**src/rtl/axi_cmd_master_pkg.sv**
```systemverilog
// Shared types for axi_cmd_master: FSM states, latched command/response payloads, AXI constants.
// Command/response structs are sized for the 64-bit default configuration.
package axi_cmd_master_pkg;

  localparam int unsigned CmdAddrWidth = 64;
  localparam int unsigned CmdDataWidth = 64;
  localparam int unsigned CmdStrbWidth = CmdDataWidth / 8;

  localparam logic [1:0] OKAY   = 2'b00;
  localparam logic [1:0] EXOKAY = 2'b01;
  localparam logic [1:0] SLVERR = 2'b10;
  localparam logic [1:0] DECERR = 2'b11;

  localparam logic [1:0] BURST_INCR = 2'b01;

  typedef enum logic [2:0] {
    IDLE,
    WR_REQ,
    WR_RESP,
    RD_REQ,
    RD_RESP,
    RSP,
    FAULT
  } state_e;

  typedef struct packed {
    logic                    we;
    logic [CmdAddrWidth-1:0] addr;
    logic [CmdDataWidth-1:0] wdata;
    logic [CmdStrbWidth-1:0] strb;
    logic [2:0]              size;
  } cmd_t;

  typedef struct packed {
    logic [CmdDataWidth-1:0] rdata;
    logic [1:0]              resp;
    logic                    err;
    logic                    tmo;
  } rsp_t;

endpackage

```
**src/rtl/axi_cmd_master_if.sv**
```systemverilog
// Thin AXI4 bus bundle; the only piece that changes when wiring the master onto a crossbar slave port.
interface axi_cmd_master_intf #(
  parameter int unsigned AddrWidth = 64,
  parameter int unsigned DataWidth = 64,
  parameter int unsigned IdWidth   = 4,
  parameter int unsigned UserWidth = 64
);
  localparam int unsigned StrbWidth = DataWidth / 8;

  logic [IdWidth-1:0]   aw_id;
  logic [AddrWidth-1:0] aw_addr;
  logic [7:0]           aw_len;
  logic [2:0]           aw_size;
  logic [1:0]           aw_burst;
  logic                 aw_lock;
  logic [3:0]           aw_cache;
  logic [2:0]           aw_prot;
  logic [3:0]           aw_qos;
  logic [3:0]           aw_region;
  logic [5:0]           aw_atop;
  logic [UserWidth-1:0] aw_user;
  logic                 aw_valid;
  logic                 aw_ready;

  logic [DataWidth-1:0] w_data;
  logic [StrbWidth-1:0] w_strb;
  logic                 w_last;
  logic [UserWidth-1:0] w_user;
  logic                 w_valid;
  logic                 w_ready;

  logic [IdWidth-1:0]   b_id;
  logic [1:0]           b_resp;
  logic [UserWidth-1:0] b_user;
  logic                 b_valid;
  logic                 b_ready;

  logic [IdWidth-1:0]   ar_id;
  logic [AddrWidth-1:0] ar_addr;
  logic [7:0]           ar_len;
  logic [2:0]           ar_size;
  logic [1:0]           ar_burst;
  logic                 ar_lock;
  logic [3:0]           ar_cache;
  logic [2:0]           ar_prot;
  logic [3:0]           ar_qos;
  logic [3:0]           ar_region;
  logic [UserWidth-1:0] ar_user;
  logic                 ar_valid;
  logic                 ar_ready;

  logic [IdWidth-1:0]   r_id;
  logic [DataWidth-1:0] r_data;
  logic [1:0]           r_resp;
  logic                 r_last;
  logic [UserWidth-1:0] r_user;
  logic                 r_valid;
  logic                 r_ready;

  modport master (
    output aw_id, aw_addr, aw_len, aw_size, aw_burst, aw_lock, aw_cache, aw_prot, aw_qos,
           aw_region, aw_atop, aw_user, aw_valid,
    input  aw_ready,
    output w_data, w_strb, w_last, w_user, w_valid,
    input  w_ready,
    input  b_id, b_resp, b_user, b_valid,
    output b_ready,
    output ar_id, ar_addr, ar_len, ar_size, ar_burst, ar_lock, ar_cache, ar_prot, ar_qos,
           ar_region, ar_user, ar_valid,
    input  ar_ready,
    input  r_id, r_data, r_resp, r_last, r_user, r_valid,
    output r_ready
  );

  modport slave (
    input  aw_id, aw_addr, aw_len, aw_size, aw_burst, aw_lock, aw_cache, aw_prot, aw_qos,
           aw_region, aw_atop, aw_user, aw_valid,
    output aw_ready,
    input  w_data, w_strb, w_last, w_user, w_valid,
    output w_ready,
    output b_id, b_resp, b_user, b_valid,
    input  b_ready,
    input  ar_id, ar_addr, ar_len, ar_size, ar_burst, ar_lock, ar_cache, ar_prot, ar_qos,
           ar_region, ar_user, ar_valid,
    output ar_ready,
    output r_id, r_data, r_resp, r_last, r_user, r_valid,
    input  r_ready
  );

endinterface

```
**src/rtl/axi_cmd_master.sv**
```systemverilog
// Single-outstanding AXI4 master: one command in, one single-beat AXI transaction, one response out.
// A handshake timeout reports an error and parks the block in FAULT until reset.
module axi_cmd_master
  import axi_cmd_master_pkg::*;
#(
  parameter int unsigned AddrWidth     = 64,
  parameter int unsigned DataWidth     = 64,
  parameter int unsigned IdWidth       = 4,
  parameter int unsigned UserWidth     = 64,
  parameter int unsigned IdValue       = 0,
  parameter int unsigned TimeoutCycles = 1024,
  localparam int unsigned StrbWidth    = DataWidth / 8
) (
  input  logic                 clk_i,
  input  logic                 rst_i,
  input  logic                 cmd_valid_i,
  output logic                 cmd_ready_o,
  input  logic                 cmd_we_i,
  input  logic [AddrWidth-1:0] cmd_addr_i,
  input  logic [DataWidth-1:0] cmd_wdata_i,
  input  logic [StrbWidth-1:0] cmd_strb_i,
  input  logic [2:0]           cmd_size_i,
  output logic                 rsp_valid_o,
  input  logic                 rsp_ready_i,
  output logic [DataWidth-1:0] rsp_rdata_o,
  output logic [1:0]           rsp_resp_o,
  output logic                 rsp_err_o,
  output logic                 rsp_tmo_o,
  axi_cmd_master_intf.master   axi
);

  localparam int unsigned CntWidth = (TimeoutCycles > 0) ? $clog2(TimeoutCycles + 1) : 1;

  state_e              state_q;
  cmd_t                cmd_q;
  rsp_t                rsp_q;
  logic [CntWidth-1:0] cnt_q;
  logic                cmd_ready_q, rsp_valid_q;
  logic                aw_valid_q, w_valid_q, ar_valid_q, b_ready_q, r_ready_q;
  logic                aw_done_q, w_done_q;

  logic                aw_hs_d, w_hs_d, ar_hs_d, b_hs_d, r_hs_d, rsp_hs_d;
  logic                tmo_hit_d, id_bad_d;
  logic [IdWidth-1:0]  rx_id_d;

  assign aw_hs_d  = aw_valid_q & axi.aw_ready;
  assign w_hs_d   = w_valid_q & axi.w_ready;
  assign ar_hs_d  = ar_valid_q & axi.ar_ready;
  assign b_hs_d   = b_ready_q & axi.b_valid;
  assign r_hs_d   = r_ready_q & axi.r_valid;
  assign rsp_hs_d = rsp_valid_q & rsp_ready_i;

  assign tmo_hit_d = (TimeoutCycles != 0) && (cnt_q == CntWidth'(TimeoutCycles));
  // Only one of B/R can be pending, so the ID check follows the latched direction.
  assign rx_id_d   = cmd_q.we ? axi.b_id : axi.r_id;
  assign id_bad_d  = rx_id_d != IdWidth'(IdValue);

  always_ff @(posedge clk_i or posedge rst_i) begin
    if (rst_i) begin
      state_q     <= IDLE;
      cmd_q       <= '0;
      rsp_q       <= '0;
      cnt_q       <= '0;
      cmd_ready_q <= 1'b0;
      rsp_valid_q <= 1'b0;
      aw_valid_q  <= 1'b0;
      w_valid_q   <= 1'b0;
      ar_valid_q  <= 1'b0;
      b_ready_q   <= 1'b0;
      r_ready_q   <= 1'b0;
      aw_done_q   <= 1'b0;
      w_done_q    <= 1'b0;
    end else begin
      unique case (state_q)
        IDLE: begin
          cnt_q <= '0;
          if (cmd_ready_q && cmd_valid_i) begin
            cmd_ready_q <= 1'b0;
            cmd_q       <= '{we:    cmd_we_i,
                             addr:  CmdAddrWidth'(cmd_addr_i),
                             wdata: CmdDataWidth'(cmd_wdata_i),
                             strb:  CmdStrbWidth'(cmd_strb_i),
                             size:  cmd_size_i};
            aw_done_q   <= 1'b0;
            w_done_q    <= 1'b0;
            if (cmd_we_i) begin
              state_q    <= WR_REQ;
              aw_valid_q <= 1'b1;
              w_valid_q  <= 1'b1;
            end else begin
              state_q    <= RD_REQ;
              ar_valid_q <= 1'b1;
            end
          end else begin
            cmd_ready_q <= 1'b1;
          end
        end

        WR_REQ: begin
          cnt_q <= cnt_q + CntWidth'(1);
          if (aw_hs_d) begin
            aw_valid_q <= 1'b0;
            aw_done_q  <= 1'b1;
          end
          if (w_hs_d) begin
            w_valid_q <= 1'b0;
            w_done_q  <= 1'b1;
          end
          if ((aw_done_q | aw_hs_d) && (w_done_q | w_hs_d)) begin
            state_q   <= WR_RESP;
            b_ready_q <= 1'b1;
            cnt_q     <= '0;
          end else if (tmo_hit_d) begin
            state_q     <= RSP;
            rsp_q       <= '{rdata: '0, resp: OKAY, err: 1'b1, tmo: 1'b1};
            rsp_valid_q <= 1'b1;
            cnt_q       <= '0;
          end
        end

        WR_RESP: begin
          cnt_q <= cnt_q + CntWidth'(1);
          if (b_hs_d) begin
            state_q     <= RSP;
            b_ready_q   <= 1'b0;
            rsp_q       <= '{rdata: '0, resp: axi.b_resp,
                             err: (axi.b_resp != OKAY) | id_bad_d, tmo: 1'b0};
            rsp_valid_q <= 1'b1;
            cnt_q       <= '0;
          end else if (tmo_hit_d) begin
            state_q     <= RSP;
            b_ready_q   <= 1'b0;
            rsp_q       <= '{rdata: '0, resp: OKAY, err: 1'b1, tmo: 1'b1};
            rsp_valid_q <= 1'b1;
            cnt_q       <= '0;
          end
        end

        RD_REQ: begin
          cnt_q <= cnt_q + CntWidth'(1);
          if (ar_hs_d) begin
            state_q    <= RD_RESP;
            ar_valid_q <= 1'b0;
            r_ready_q  <= 1'b1;
            cnt_q      <= '0;
          end else if (tmo_hit_d) begin
            state_q     <= RSP;
            rsp_q       <= '{rdata: '0, resp: OKAY, err: 1'b1, tmo: 1'b1};
            rsp_valid_q <= 1'b1;
            cnt_q       <= '0;
          end
        end

        RD_RESP: begin
          cnt_q <= cnt_q + CntWidth'(1);
          if (r_hs_d) begin
            state_q     <= RSP;
            r_ready_q   <= 1'b0;
            rsp_q       <= '{rdata: CmdDataWidth'(axi.r_data), resp: axi.r_resp,
                             err: (axi.r_resp != OKAY) | id_bad_d | ~axi.r_last, tmo: 1'b0};
            rsp_valid_q <= 1'b1;
            cnt_q       <= '0;
          end else if (tmo_hit_d) begin
            state_q     <= RSP;
            r_ready_q   <= 1'b0;
            rsp_q       <= '{rdata: '0, resp: OKAY, err: 1'b1, tmo: 1'b1};
            rsp_valid_q <= 1'b1;
            cnt_q       <= '0;
          end
        end

        RSP: begin
          cnt_q <= '0;
          if (rsp_hs_d) begin
            rsp_valid_q <= 1'b0;
            if (rsp_q.tmo) begin
              state_q <= FAULT;
            end else begin
              state_q     <= IDLE;
              cmd_ready_q <= 1'b1;
            end
          end
        end

        // Abandoned AXI valids stay up here; only reset clears them.
        FAULT: begin
          cnt_q       <= '0;
          cmd_ready_q <= 1'b0;
        end

        default: state_q <= IDLE;
      endcase
    end
  end

  assign cmd_ready_o = cmd_ready_q;
  assign rsp_valid_o = rsp_valid_q;
  assign rsp_rdata_o = DataWidth'(rsp_q.rdata);
  assign rsp_resp_o  = rsp_q.resp;
  assign rsp_err_o   = rsp_q.err;
  assign rsp_tmo_o   = rsp_q.tmo;

  assign axi.aw_id     = IdWidth'(IdValue);
  assign axi.aw_addr   = AddrWidth'(cmd_q.addr);
  assign axi.aw_len    = '0;
  assign axi.aw_size   = cmd_q.size;
  assign axi.aw_burst  = BURST_INCR;
  assign axi.aw_lock   = 1'b0;
  assign axi.aw_cache  = '0;
  assign axi.aw_prot   = '0;
  assign axi.aw_qos    = '0;
  assign axi.aw_region = '0;
  assign axi.aw_atop   = '0;
  assign axi.aw_user   = '0;
  assign axi.aw_valid  = aw_valid_q;

  assign axi.w_data  = DataWidth'(cmd_q.wdata);
  assign axi.w_strb  = StrbWidth'(cmd_q.strb);
  assign axi.w_last  = 1'b1;
  assign axi.w_user  = '0;
  assign axi.w_valid = w_valid_q;

  assign axi.b_ready = b_ready_q;

  assign axi.ar_id     = IdWidth'(IdValue);
  assign axi.ar_addr   = AddrWidth'(cmd_q.addr);
  assign axi.ar_len    = '0;
  assign axi.ar_size   = cmd_q.size;
  assign axi.ar_burst  = BURST_INCR;
  assign axi.ar_lock   = 1'b0;
  assign axi.ar_cache  = '0;
  assign axi.ar_prot   = '0;
  assign axi.ar_qos    = '0;
  assign axi.ar_region = '0;
  assign axi.ar_user   = '0;
  assign axi.ar_valid  = ar_valid_q;

  assign axi.r_ready = r_ready_q;

endmodule

```
**src/flat_wrapper.sv**
```systemverilog
// flat-port wrapper written by rule: the top's interface ports become plain ports
module axi_cmd_master_flat import axi_cmd_master_pkg::*;
#(
  parameter int unsigned AddrWidth     = 64,
  parameter int unsigned DataWidth     = 64,
  parameter int unsigned IdWidth       = 4,
  parameter int unsigned UserWidth     = 64,
  parameter int unsigned IdValue       = 0,
  parameter int unsigned TimeoutCycles = 1024,
  localparam int unsigned StrbWidth    = DataWidth / 8
)
  (clk_i, rst_i, cmd_valid_i, cmd_ready_o, cmd_we_i, cmd_addr_i, cmd_wdata_i, cmd_strb_i, cmd_size_i, rsp_valid_o, rsp_ready_i, rsp_rdata_o, rsp_resp_o, rsp_err_o, rsp_tmo_o, axi_aw_id, axi_aw_addr, axi_aw_len, axi_aw_size, axi_aw_burst, axi_aw_lock, axi_aw_cache, axi_aw_prot, axi_aw_qos, axi_aw_region, axi_aw_atop, axi_aw_user, axi_aw_valid, axi_aw_ready, axi_w_data, axi_w_strb, axi_w_last, axi_w_user, axi_w_valid, axi_w_ready, axi_b_id, axi_b_resp, axi_b_user, axi_b_valid, axi_b_ready, axi_ar_id, axi_ar_addr, axi_ar_len, axi_ar_size, axi_ar_burst, axi_ar_lock, axi_ar_cache, axi_ar_prot, axi_ar_qos, axi_ar_region, axi_ar_user, axi_ar_valid, axi_ar_ready, axi_r_id, axi_r_data, axi_r_resp, axi_r_last, axi_r_user, axi_r_valid, axi_r_ready);
  axi_cmd_master_intf #(.AddrWidth(AddrWidth), .DataWidth(DataWidth), .IdWidth(IdWidth), .UserWidth(UserWidth)) axi_i ();
  input  logic clk_i;
  input  logic rst_i;
  input  logic cmd_valid_i;
  output logic cmd_ready_o;
  input  logic cmd_we_i;
  input  logic [AddrWidth-1:0] cmd_addr_i;
  input  logic [DataWidth-1:0] cmd_wdata_i;
  input  logic [StrbWidth-1:0] cmd_strb_i;
  input  logic [2:0] cmd_size_i;
  output logic rsp_valid_o;
  input  logic rsp_ready_i;
  output logic [DataWidth-1:0] rsp_rdata_o;
  output logic [1:0] rsp_resp_o;
  output logic rsp_err_o;
  output logic rsp_tmo_o;
  output wire logic [$bits(axi_i.aw_id)-1:0] axi_aw_id;
  output wire logic [$bits(axi_i.aw_addr)-1:0] axi_aw_addr;
  output wire logic [$bits(axi_i.aw_len)-1:0] axi_aw_len;
  output wire logic [$bits(axi_i.aw_size)-1:0] axi_aw_size;
  output wire logic [$bits(axi_i.aw_burst)-1:0] axi_aw_burst;
  output wire logic [$bits(axi_i.aw_lock)-1:0] axi_aw_lock;
  output wire logic [$bits(axi_i.aw_cache)-1:0] axi_aw_cache;
  output wire logic [$bits(axi_i.aw_prot)-1:0] axi_aw_prot;
  output wire logic [$bits(axi_i.aw_qos)-1:0] axi_aw_qos;
  output wire logic [$bits(axi_i.aw_region)-1:0] axi_aw_region;
  output wire logic [$bits(axi_i.aw_atop)-1:0] axi_aw_atop;
  output wire logic [$bits(axi_i.aw_user)-1:0] axi_aw_user;
  output wire logic [$bits(axi_i.aw_valid)-1:0] axi_aw_valid;
  input wire logic [$bits(axi_i.aw_ready)-1:0] axi_aw_ready;
  output wire logic [$bits(axi_i.w_data)-1:0] axi_w_data;
  output wire logic [$bits(axi_i.w_strb)-1:0] axi_w_strb;
  output wire logic [$bits(axi_i.w_last)-1:0] axi_w_last;
  output wire logic [$bits(axi_i.w_user)-1:0] axi_w_user;
  output wire logic [$bits(axi_i.w_valid)-1:0] axi_w_valid;
  input wire logic [$bits(axi_i.w_ready)-1:0] axi_w_ready;
  input wire logic [$bits(axi_i.b_id)-1:0] axi_b_id;
  input wire logic [$bits(axi_i.b_resp)-1:0] axi_b_resp;
  input wire logic [$bits(axi_i.b_user)-1:0] axi_b_user;
  input wire logic [$bits(axi_i.b_valid)-1:0] axi_b_valid;
  output wire logic [$bits(axi_i.b_ready)-1:0] axi_b_ready;
  output wire logic [$bits(axi_i.ar_id)-1:0] axi_ar_id;
  output wire logic [$bits(axi_i.ar_addr)-1:0] axi_ar_addr;
  output wire logic [$bits(axi_i.ar_len)-1:0] axi_ar_len;
  output wire logic [$bits(axi_i.ar_size)-1:0] axi_ar_size;
  output wire logic [$bits(axi_i.ar_burst)-1:0] axi_ar_burst;
  output wire logic [$bits(axi_i.ar_lock)-1:0] axi_ar_lock;
  output wire logic [$bits(axi_i.ar_cache)-1:0] axi_ar_cache;
  output wire logic [$bits(axi_i.ar_prot)-1:0] axi_ar_prot;
  output wire logic [$bits(axi_i.ar_qos)-1:0] axi_ar_qos;
  output wire logic [$bits(axi_i.ar_region)-1:0] axi_ar_region;
  output wire logic [$bits(axi_i.ar_user)-1:0] axi_ar_user;
  output wire logic [$bits(axi_i.ar_valid)-1:0] axi_ar_valid;
  input wire logic [$bits(axi_i.ar_ready)-1:0] axi_ar_ready;
  input wire logic [$bits(axi_i.r_id)-1:0] axi_r_id;
  input wire logic [$bits(axi_i.r_data)-1:0] axi_r_data;
  input wire logic [$bits(axi_i.r_resp)-1:0] axi_r_resp;
  input wire logic [$bits(axi_i.r_last)-1:0] axi_r_last;
  input wire logic [$bits(axi_i.r_user)-1:0] axi_r_user;
  input wire logic [$bits(axi_i.r_valid)-1:0] axi_r_valid;
  output wire logic [$bits(axi_i.r_ready)-1:0] axi_r_ready;
  assign axi_aw_id = axi_i.aw_id;
  assign axi_aw_addr = axi_i.aw_addr;
  assign axi_aw_len = axi_i.aw_len;
  assign axi_aw_size = axi_i.aw_size;
  assign axi_aw_burst = axi_i.aw_burst;
  assign axi_aw_lock = axi_i.aw_lock;
  assign axi_aw_cache = axi_i.aw_cache;
  assign axi_aw_prot = axi_i.aw_prot;
  assign axi_aw_qos = axi_i.aw_qos;
  assign axi_aw_region = axi_i.aw_region;
  assign axi_aw_atop = axi_i.aw_atop;
  assign axi_aw_user = axi_i.aw_user;
  assign axi_aw_valid = axi_i.aw_valid;
  assign axi_i.aw_ready = axi_aw_ready;
  assign axi_w_data = axi_i.w_data;
  assign axi_w_strb = axi_i.w_strb;
  assign axi_w_last = axi_i.w_last;
  assign axi_w_user = axi_i.w_user;
  assign axi_w_valid = axi_i.w_valid;
  assign axi_i.w_ready = axi_w_ready;
  assign axi_i.b_id = axi_b_id;
  assign axi_i.b_resp = axi_b_resp;
  assign axi_i.b_user = axi_b_user;
  assign axi_i.b_valid = axi_b_valid;
  assign axi_b_ready = axi_i.b_ready;
  assign axi_ar_id = axi_i.ar_id;
  assign axi_ar_addr = axi_i.ar_addr;
  assign axi_ar_len = axi_i.ar_len;
  assign axi_ar_size = axi_i.ar_size;
  assign axi_ar_burst = axi_i.ar_burst;
  assign axi_ar_lock = axi_i.ar_lock;
  assign axi_ar_cache = axi_i.ar_cache;
  assign axi_ar_prot = axi_i.ar_prot;
  assign axi_ar_qos = axi_i.ar_qos;
  assign axi_ar_region = axi_i.ar_region;
  assign axi_ar_user = axi_i.ar_user;
  assign axi_ar_valid = axi_i.ar_valid;
  assign axi_i.ar_ready = axi_ar_ready;
  assign axi_i.r_id = axi_r_id;
  assign axi_i.r_data = axi_r_data;
  assign axi_i.r_resp = axi_r_resp;
  assign axi_i.r_last = axi_r_last;
  assign axi_i.r_user = axi_r_user;
  assign axi_i.r_valid = axi_r_valid;
  assign axi_r_ready = axi_i.r_ready;
  axi_cmd_master #(.AddrWidth(AddrWidth), .DataWidth(DataWidth), .IdWidth(IdWidth), .UserWidth(UserWidth), .IdValue(IdValue), .TimeoutCycles(TimeoutCycles)) u_core (.clk_i(clk_i), .rst_i(rst_i), .cmd_valid_i(cmd_valid_i), .cmd_ready_o(cmd_ready_o), .cmd_we_i(cmd_we_i), .cmd_addr_i(cmd_addr_i), .cmd_wdata_i(cmd_wdata_i), .cmd_strb_i(cmd_strb_i), .cmd_size_i(cmd_size_i), .rsp_valid_o(rsp_valid_o), .rsp_ready_i(rsp_ready_i), .rsp_rdata_o(rsp_rdata_o), .rsp_resp_o(rsp_resp_o), .rsp_err_o(rsp_err_o), .rsp_tmo_o(rsp_tmo_o), .axi(axi_i));
endmodule
```
**config.mk**
```make
export PLATFORM = sky130hd
export DESIGN_NAME = axi_cmd_master_flat
export DESIGN_NICKNAME = d
export VERILOG_FILES = /design/src/rtl/axi_cmd_master_pkg.sv /design/src/rtl/axi_cmd_master_if.sv /design/src/rtl/axi_cmd_master.sv /design/src/flat_wrapper.sv
export SDC_FILE = /design/constraint.sdc
export NUM_CORES = 1
export LEC_CHECK = 0
export BUFFER_PORTS_ARGS = -buffer_cell sky130_fd_sc_hd__buf_2
export CORE_AREA = 3 3 347 349
export CTS_BUF_LIST = sky130_fd_sc_hd__clkbuf_8 sky130_fd_sc_hd__clkbuf_16
export CTS_CLUSTER_SIZE = 25
export DETAILED_ROUTE_END_ITERATION = 12
export DIE_AREA = 0 0 350 352
export PLACE_DENSITY = 0.34
export SYNTH_ARGS = -nofsm -noshare
export SYNTH_HDL_FRONTEND = slang
export SYNTH_SLANG_ARGS = --single-unit
export TNS_END_PERCENT = 30
```
**constraint.sdc**
```tcl
create_clock -name clk_i -period 5.9 [get_ports clk_i]
set_clock_uncertainty 0.15 [all_clocks]
set_input_delay 0 -clock clk_i [delete_from_list [all_inputs] [get_ports clk_i]]
set_output_delay 0 -clock clk_i [all_outputs]
set_load 0.03 [all_outputs]
```
==> results of run 1 <==
==> worst reg2reg max path: stages, from the launching register on <==
cell	delay [ns]
dfrtp_1	0.78
nor3b_1	0.38
nor2b_4	0.82
buf_4	0.35
a22o_1	0.17
dlygate4sd3_1	0.55
a21o_1	0.08
dlygate4sd3_1	0.54
==> stage by stage <==
step	util (%)	setup WS (ns)	total power (uW)
final	17.1	2.04	4200
after global routing	17.1	1.78	4420
after CTS	17.1	1.99	4330
after detailed placement	12.3	2.59	1950
after global placement	12.3	2.57	1950
after floorplan	-	2.73	1990
==> area by class of cell <==
cell class	instances	area, sq um
Antenna cell	1	2.50
Clock buffer	38	872
Clock inverter	20	235
Fill cell	13100	97700
Inverter	8	33.8
Multi-Input combinational cell	613	4060
Sequential cell	231	5780
Tap cell	1536	1920
Timing Repair Buffer	967	7180
==> power breakdown <==
part / total [uW] / switching, uW / internal (uW) / leakage [uW]
Combinational: 555 / 322 / 234 / 0.00663
Sequential: 1580 / 0 / 1580 / 0.00321
Clock: 2060 / 799 / 1260 / 0.000578
Total: 4200 / 1120 / 3080 / 0.0104
==> routing by layer <==
| metal | part of all wire [%] | global-route usage, % |
|---|---|---|
| met1 | 36 | 6.37 |
| met4 | 3.0 | 2.03 |
| met5 | 0.022 | 0 |
| met3 | 9.8 | 2.16 |
| met2 | 51 | 11.6 |
==> cells in the mapped netlist (2+ instances only) <==
library cell,count
a211oi_1,3
a21o_1,5
a21oi_1,8
a22o_1,72
a31oi_1,3
and3_1,4
buf_2,13
buf_4,473
buf_6,3
clkbuf_1,12
conb_1,2
dfrtp_1,231
ha_1,2
inv_1,8
mux2_2,141
nand2_1,22
nand2b_1,2
nand3_1,10
nor2_1,15
nor2b_1,8
nor3_1,6
o211ai_1,5
o21ai_0,12
o22ai_1,3
o2bb2ai_1,2
o31ai_1,2
or3_1,3
or4_1,2
==> kinds of logic after synthesis <==
family,Yosys count
adders and majority gates,2
buffers and inverters,511
DFF,231
xor gates and xnor gates,1
muxes,141
AOI/OAI and AO/OA,126
and+or+nand+nor,84
other,2
==> sequential cells by signal, summed over array words and instances (netlist names) <==
register,cells
u_core.aw_done_q,1
u_core.axi.ar_addr,64
u_core.w_done_q,1
u_core.cmd_q,1
u_core.axi.r_ready,1
u_core.axi.b_ready,1
u_core.axi.w_data,64
u_core.state_q,3
u_core.axi.w_valid,1
u_core.axi.ar_valid,1
u_core.axi.ar_size,3
u_core.rsp_valid_o,1
u_core.axi.aw_valid,1
u_core.rsp_err_o,1
u_core.cmd_ready_o,1
u_core.rsp_tmo_o,1
u_core.rsp_resp_o,2
u_core.rsp_rdata_o,64
u_core.cnt_q,11
u_core.axi.w_strb,8
==> path summary, 6_finish.rpt <==
check                      slack [ns]                            endpoint  cells past startpoint                               start
setup / recovery                 2.04    u_core.rsp_resp_o[0]$_DFFE_PP0P_                      7       u_core.state_q[2]$_DFFE_PP0P_
hold / removal                   0.05    u_core.axi.w_data[5]$_DFFE_PP0P_                      3                      cmd_wdata_i[5]
setup reg to reg                 2.04    u_core.rsp_resp_o[0]$_DFFE_PP0P_                      7       u_core.state_q[2]$_DFFE_PP0P_
hold reg to reg                  0.34  u_core.rsp_rdata_o[25]$_DFFE_PP0P_                      1  u_core.rsp_rdata_o[25]$_DFFE_PP0P_
max in group asynchronous        3.92         u_core.w_done_q$_DFFE_PP0P_                      6                               rst_i
min in group asynchronous        0.59  u_core.axi.ar_addr[41]$_DFFE_PP0P_                      5                               rst_i
==> timing repair <==
item,CTS,global route
setup buffers,0,0
setup endpoints to repair,0,0
endpoints found under the hold margin,348,0
hold buffers,453,0
resized for setup,0,0
==> key figures, run 1 <==
Logic synthesis
  – Compound-Gate Fraction of Synth Area: just under 8%
  – Register area share after synthesis: 45.9%
  – Post-Synth Adder-Cell Area: 0.199%
  – Post-synth ARST share: between 90% and 100%
  – Mean Syn Cell Area: 11.5 sq um
  – Simple-gate share of the synthesized area: 3.59%
  – Post-synthesis mux area share: between 10% and 20%
  – Yosys reg bits: about 230
  – Largest family of logic cells by synthesized area: buffers and inverters
  – Post-synth top area cell: dfrtp_1
  – Synth Instances: 1098
  – Synth unique cells: between 50 and 60
  – Share of the synthesized area in the top cell type: roughly 46%
  – Synthesis Warnings: 0
  – Primary FF master, synth: dfrtp_1
  – Post-synth EDFFs: 0
  – Post-Syn Area: ~13000 sq um
  – XOR/XNOR Fraction of Synth Area: less than 1%
  – Top post-synthesis cells by area: dfrtp_1 46%, buf_4 28%, mux2_2 13%

Cells and area
  – Final Non-Filler Cells: 3414
  – Commonest non-fill, non-tap cells in the layout: 506 x buf_2, 453 x dlygate4sd3_1, 259 x conb_1
  – Layout cell share with drive strength beyond 1: about two fifths
  – Final net count: roughly 2200
  – Area delta synth->final: 59.5%
  – Final instance area: between 20000 and 25000 sq um
  – Commonest non-fill, non-tap cell in the layout: buf_2

STA
  – RSZ-0062 raised after global routing: no
  – Achievable frequency: 0.259 GHz
  – Final setup violating endpoints: 0
  – Slew @ Worst Pin: around 0.91 ns
  – Setup TNS: 0 ns
  – Worst slew margin: roughly two fifths
  – Hold_ws: ~0.053 ns
  – Final period util: 65.4%
  – Final number of hold-violating endpoints: 0
  – Minimum clock period: a little under 4 ns
  – Final slew viol count: 0

Route
  – Final wirelength: a little over 40 mm
  – WL/cell: around 12 um
  – Initial DRT Pass Iterations: 5
  – DR vias/cell: ~2.8
  – Post-route ant nets: 0
  – Post-route DRC violation count: 0
  – Initial DRC Count: roughly 360
  – Vias: 9678

Clock network
  – Clock root cell: clkbuf_16
  – CTS tree: built
  – Longest Clk Path Bufs: 3
  – Clock latency on the worst-skew pair: approximately 0.62 ns
  – Worst-path clk slew: 0.06 ns
  – TritonCTS Buffers: 31
  – CTS Sinks: approximately 230
  – Max H-tree Level: 1

Worst setup path
  – Crit. End Element: register
  – Critical path type: register to register
  – Top delay family on crit path: buffers and inverters
  – CP arrival: approximately 4.3 ns
  – Worst Path Buf+Inv: 3
  – Crit path max-delay cell type: nor2b_4
  – Startpoint types: register
  – CP Cell Sequence: nor3b_1 -> nor2b_4 -> buf_4 -> a22o_1 -> dlygate4sd3_1 -> a21o_1 -> dlygate4sd3_1
  – Delay of the slowest critical-path stage: slightly above 0.8 ns
  – CP Data Required Time: roughly 6.3 ns
  – CP dominant cell by count: dlygate4sd3_1
  – CP Max Fanout: 34

Die
  – Die Wd: about 350 um
  – Num ports: approximately 890
  – Die area: between 100000 and 150000 sq um
  – Placeable Area: roughly 120000 sq um
  – Starting Density: between 10% and 20%
  – Die Y: 352 um
  – Row cnt: 126

Outcome
  – Status: finished, final reports clean

Worst hold path
  – Worst hold path class: input pin to register

Global route
  – Initial antenna violation count: 5
  – Largest net degree at the start of global routing: 130
  – First-pass GRT wire length: 59.7 mm
  – Tot GR Track Use: under 10%
  – Number of global-route vias before repair: between 9000 and 10000
  – Total global routing overflow: 0

Power
  – PD cells: between 200 and 250 nW/um^2
  – Worst vdd ir: slightly below 0.2 mV
  – Lkg Pwr: approximately 0.010 uW

Placed design
  – Post-Place Cell Area: around 14000 sq um
  – Detailed Place HPWL: 28.3 mm
  – Port Buffer Count: between 500 and 600
  – Number of instances in the placed design: between 2000 and 3000
  – Routability Congestion: 0.713

Job
  – Max cap viols: 0
(Power assumes the default switching activity.)
==> run 2, diff against run 1 <==
PLACE_DENSITY = 0.33   (was 0.34)
clock period = 4 ns   (was 5.9 ns; I/O delays follow)
==> run 2 against run 1 <==
Against the previous run: cell count shrank 0.32%; core utilization decreased by 0.14 points; count of clock-buffer cells in the layout up 4; design area down 0.81%; global-route usage down 0.17 points; worst setup slack lost 1.5 ns; combinational power up 47%; fmax grew 11%; first-iteration DRC count down 27%; power up 44%; critical path type unchanged; critical endpoint is now u_core.rsp_err_o$_DFFE_PP0P_; largest power group unchanged.
==> key figures, run 2 (synthesis results as in run 1) <==
Global route
  – Largest net degree at the start of global routing: 76
  – Number of global-route vias before repair: about 9700
  – First-pass GRT wire length: 58.0 mm
  – Tot GR Track Use: under 10%
  – Initial antenna violation count: 2
  – Total global routing overflow: 0

STA
  – Minimum clock period: between 3 and 4 ns
  – Hold_ws: approximately 0.044 ns
  – Final number of hold-violating endpoints: 0
  – Achievable frequency: 0.287 GHz
  – Worst slew margin: a little under half
  – Final slew viol count: 0
  – Setup TNS: 0 ns
  – Slew @ Worst Pin: a little under 0.8 ns
  – Final period util: between 80% and 90%
  – Final setup violating endpoints: 0
  – RSZ-0062 raised after global routing: no

Placed design
  – Post-Place Cell Area: approximately 15000 sq um
  – Port Buffer Count: 506
  – Routability Congestion: about 0.68
  – Detailed Place HPWL: 28.2 mm

Route
  – Vias: around 9500
  – WL/cell: between 10 and 15 um
  – Initial DRT Pass Iterations: 4
  – DR vias/cell: 2.79
  – Final wirelength: 40.1 mm
  – Initial DRC Count: approximately 260
  – Post-route DRC violation count: 0
  – Post-route ant nets: 0

Worst setup path
  – CP dominant cell by count: dlygate4sd3_1
  – CP arrival: about 3.9 ns
  – CP Max Fanout: 22
  – CP Data Required Time: 4.41 ns
  – Setup slack, reg-to-reg: about 0.52 ns
  – CP startpoint: u_core.state_q[2]$_DFFE_PP0P_
  – Critical path destination: u_core.rsp_err_o$_DFFE_PP0P_
  – Crit path max-delay cell type: dfrtp_1
  – Reg2Reg Depth: 7
  – Startpoint types: register
  – Critical path type: register to register
  – Worst r2r src: u_core.state_q[2]$_DFFE_PP0P_
  – CP Cell Sequence: nor3b_1 -> nor2b_4 -> nand2_1 -> nand3_1 -> dlygate4sd3_1 -> a2bb2oi_1 -> dlygate4sd3_1
  – Crit. End Element: register
  – Delay of the slowest critical-path stage: 0.76 ns
  – FF-to-FF End: u_core.rsp_err_o$_DFFE_PP0P_

Power
  – Lkg Pwr: 0.0103 uW
  – Worst vdd ir: approximately 0.33 mV
  – Total Power: approximately 6000 uW
  – PD cells: approximately 300 nW/um^2

Cells and area
  – Commonest non-fill, non-tap cells in the layout: 506 x buf_2, 433 x dlygate4sd3_1, 259 x conb_1
  – Fillers: approximately 13000
  – Storage cell area: approximately 5800 sq um
  – Layout cell share with drive strength beyond 1: 38.8%
  – Final instance area: about 20000 sq um
  – Area delta synth->final: 58.2%
  – Final net count: 2195
  – Multi-input logic area: roughly 4000 sq um
  – Commonest non-fill, non-tap cell in the layout: buf_2

Clock network
  – Clock latency on the worst-skew pair: between 0.6 and 0.7 ns
  – Setup Fix Bufs, Post-CTS: 0
  – Clock root cell: clkbuf_16
  – Worst-path clk slew: 0.06 ns
  – CTS tree: built
  – CTS Sinks: 231
  – Cells resized by post-CTS repair: 0
  – TritonCTS Buffers: 31
  – Longest Clk Path Bufs: 3
  – Max H-tree Level: 1

Job
  – Max cap viols: 0

Die
  – Num ports: 894
  – Die Y: between 300 and 400 um
  – Starting Density: 10.7%
  – Row cnt: 126
  – Placeable Area: around 120000 sq um
  – Die area: 123000 sq um
  – Die Wd: about 350 um

Worst hold path
  – Worst hold path class: input pin to register

Outcome
  – Status: finished, final reports clean
## run 2: worst min path at each step
stage | startpoint | end | slack, ns | depth (start not counted)
finish | axi_r_data[0] | u_core.rsp_rdata_o[0]$_DFFE_PP0P_ | 0.04 | 3
global route | axi_r_data[0] | u_core.rsp_rdata_o[0]$_DFFE_PP0P_ | 0.009 | 3
CTS | cmd_addr_i[25] | u_core.axi.ar_addr[25]$_DFFE_PP0P_ | 0.003 | 3
detailed placement | rst_i | u_core.axi.w_data[8]$_DFFE_PP0P_ | 0.06 | 2
global placement | rst_i | u_core.axi.w_data[8]$_DFFE_PP0P_ | 0.07 | 2
floorplan | cmd_we_i | u_core.axi.ar_valid$_DFFE_PP0P_ | -0.05 | 1
## run 2: timing repair
| item | CTS | global route |
|---|---|---|
| hold endpoints to repair | 413 | 0 |
| setup endpoints to repair | 0 | 0 |
| hold buffers | 433 | 0 |
## run 2: per-layer routing
layer	GRT usage (%)	up-vias	wire, um
met5	0	-	0
met3	2.10	53	3640
met1	6.19	4480	14400
met4	2.07	0	1390
met2	11.2	461	20700
li1	-	4486	-
## run 2: layout make-up
cell class	count	share of cell area [%]
clock buffers	42	4.65
clock inverters	16	0.678
flip-flops and latches	231	29.0
well taps	1536	9.65
repair buffers	954	35.4
inverters	8	0.170
multi-input cells	613	20.4
diodes	3	0.0377
## run 2: power breakdown
| part | switching, uW | internal, uW | total [uW] |
|---|---|---|---|
| clock | 1210 | 1690 | 2900 |
| sequential | 0 | 2340 | 2340 |
| combinational | 468 | 348 | 816 |
| total | 1680 | 4370 | 6050 |
## run 2: metrics by stage
stage | util (%) | setup WS, ns | std cells
3_3_place_gp | 12.3 | 1.02 | 2909
5_1_grt | 16.9 | 0.203 | 3400
3_5_place_dp | 12.3 | 1.06 | 2909
6_report | 16.9 | 0.521 | 3403
4_1_cts | 16.9 | 0.506 | 3400
2_1_floorplan | - | 0.828 | 1355
## run 2: worst max-delay path, delay by kind of cell, from the launching register on
family | cells | cell delay (ns)
buffers and inverters | 2 | 1.10
AO/OA/AOI/OAI | 1 | 0.15
flip-flops | 1 | 0.76
AND/OR/NAND/NOR | 4 | 1.25
==> run 3, diff against run 2 <==
clock period = 3.5 ns   (was 4 ns; I/O delays follow)
==> run 3 against run 2 <==
Against the previous run: the run now ends with hold timing left; critical path type unchanged; design area fell by 6.8%; clock power rose by 17%; via count fell by 4.9%; critical endpoint is now u_core.rsp_rdata_o[16]$_DFFE_PP0P_; first-iteration DRC count rose by 17%; hold slack got worse by 0.052 ns; flip-flop and latch count did not move; wire length fell by 2.0%; combinational power barely moved.
==> key figures, run 3 (synthesis results as in run 1) <==
Cells and area
  – Final Non-Filler Cells: roughly 3300
  – Commonest non-fill, non-tap cell in the layout: buf_2
  – Commonest non-fill, non-tap cells in the layout: 506 x buf_2, 289 x dlygate4sd3_1, 259 x conb_1
  – Area delta synth->final: 47.4%
  – Final net count: ~2100
  – Layout cell share with drive strength beyond 1: between 40 and 50%

Power
  – P_sw: 1870 uW
  – Flop pwr share: about two fifths
  – PD cells: between 300 and 400 nW/um^2
  – Worst vdd ir: 0.271 mV
  – Internal power: roughly 5000 uW
  – Logic pwr share: between 10% and 20%
  – Lkg Pwr: 0.00973 uW
  – Switching part of the total: 27.1%
  – Power share of the clock group: roughly 50%

Outcome
  – Status: finished with violations
  – Violated checks: hold timing

STA
  – Achievable frequency: approximately 0.32 GHz
  – Final period util: 89.1%
  – Worst slew margin: between 40% and 50%
  – Slew @ Worst Pin: between 0.7 and 0.8 ns
  – Setup TNS: 0 ns
  – Final setup violating endpoints: 0
  – Hold_ws: -0.00728 ns
  – Minimum clock period: between 3 and 4 ns
  – RSZ-0062 raised after global routing: no
  – Final slew viol count: 0
  – Final number of hold-violating endpoints: 7

Worst setup path
  – Startpoint types: register
  – CP arrival: around 3.4 ns
  – CP Max Fanout: roughly 70
  – CP Data Required Time: approximately 3.8 ns
  – Critical path type: register to register
  – Crit. End Element: register

Clock network
  – CTS tree: built
  – Worst-path clk slew: approximately 0.050 ns
  – Hold Buf Count CTS: approximately 290
  – Clock latency on the worst-skew pair: 0.55 ns
  – CTS Sinks: roughly 230
  – Max H-tree Level: 2
  – Longest Clk Path Bufs: 3
  – Setup Fix Bufs, Post-CTS: 0
  – Clock root cell: clkbuf_16
  – TritonCTS Buffers: 35
  – Cells resized by post-CTS repair: 0

Worst hold path
  – Worst hold path class: input pin to asynchronous set/reset pin

Route
  – DR vias/cell: 2.76
  – Vias: ~9000
  – Post-route DRC violation count: 0
  – Initial DRC Count: roughly 310
  – Post-route ant nets: 0
  – Initial DRT Pass Iterations: 4
  – WL/cell: 12.0 um
  – Final wirelength: around 40 mm

Global route
  – First-pass GRT wire length: between 50 and 60 mm
  – Total global routing overflow: 0
  – Initial antenna violation count: 1
  – Largest net degree at the start of global routing: 78
  – Tot GR Track Use: 6.00%
  – Number of global-route vias before repair: between 9000 and 10000

Placed design
  – Port Buffer Count: ~510
  – Routability Congestion: 0.691
  – Detailed Place HPWL: approximately 28 mm
  – Number of instances in the placed design: between 2000 and 3000

Die
  – Placeable Area: 118000 sq um
  – Num ports: between 800 and 900
  – Starting Density: between 10% and 20%
  – Die Wd: approximately 350 um
  – Row cnt: between 100 and 150
  – Die area: 123000 sq um
  – Die Y: about 350 um

Job
  – Max cap viols: 0
-- run 3: worst max-delay path: stages, from the launching register on --
cell and delay (ns):
dfrtp_1 0.80, buf_4 0.30, nand3_1 0.14, a21oi_1 0.28, a21boi_2 0.13, a21oi_4 0.15, buf_12 0.31, a22o_1 0.18
dlygate4sd3_1 0.56
-- run 3: layer usage --
layer | track usage (%) | vias up | part of all wire, %
met5 | 0 | - | 0
met4 | 2.41 | 0 | 3.2
met3 | 2.17 | 49 | 9.1
met2 | 10.8 | 456 | 51
met1 | 6.31 | 4292 | 37
li1 | - | 4214 | -
-- run 3: final cells by class --
class,instances,area [sq um]
clock inverter,19,159
sequential,231,5780
inverter,8,33.8
tap,1536,1920
antenna,1,2.50
fill,13200,99200
timing repair buffer,816,5670
multi-input combinational,613,4060
clock buffer,38,928
-- run 3: worst paths after layout --
check	end	start	cells after the start	slack, ns
max	u_core.rsp_rdata_o[16]$_DFFE_PP0P_	u_core.state_q[0]$_DFFE_PP0P_	8	0.38
min	u_core.axi.w_data[56]$_DFFE_PP0P_	rst_i	3	-0.007
max reg2reg	u_core.rsp_rdata_o[16]$_DFFE_PP0P_	u_core.state_q[0]$_DFFE_PP0P_	8	0.38
min reg2reg	u_core.rsp_resp_o[1]$_DFFE_PP0P_	u_core.rsp_resp_o[1]$_DFFE_PP0P_	1	0.33
max in group asynchronous	u_core.rsp_rdata_o[20]$_DFFE_PP0P_	rst_i	4	2.23
min in group clk_i	u_core.axi.ar_addr[34]$_DFFE_PP0P_	cmd_addr_i[34]	3	0.07
-- run 3: per-stage QoR --
step | utilization (%) | power (uW) | cell area [sq um] | worst slack [ns] | hold slack, ns
2_1_floorplan | - | 3350 | 13600 | 0.328 | -0.0518
3_3_place_gp | 12.4 | 3290 | 14600 | 0.841 | 0.0742
3_5_place_dp | 12.4 | 3290 | 14600 | 0.840 | 0.0786
4_1_cts | 15.8 | 7110 | 18600 | 0.380 | 0.00158
5_1_grt | 15.8 | 7280 | 18600 | 0.135 | 0.00809
6_report | 15.8 | 6880 | 18600 | 0.382 | -0.00728
-- run 3: power groups by stage --
stage	clock network [uW]	logic, uW	registers, uW
global route	3740	876	2670
detailed placement	0	573	2720
CTS	3620	816	2670
finish	3390	814	2670
floorplan	0	628	2720
global placement	0	571	2720
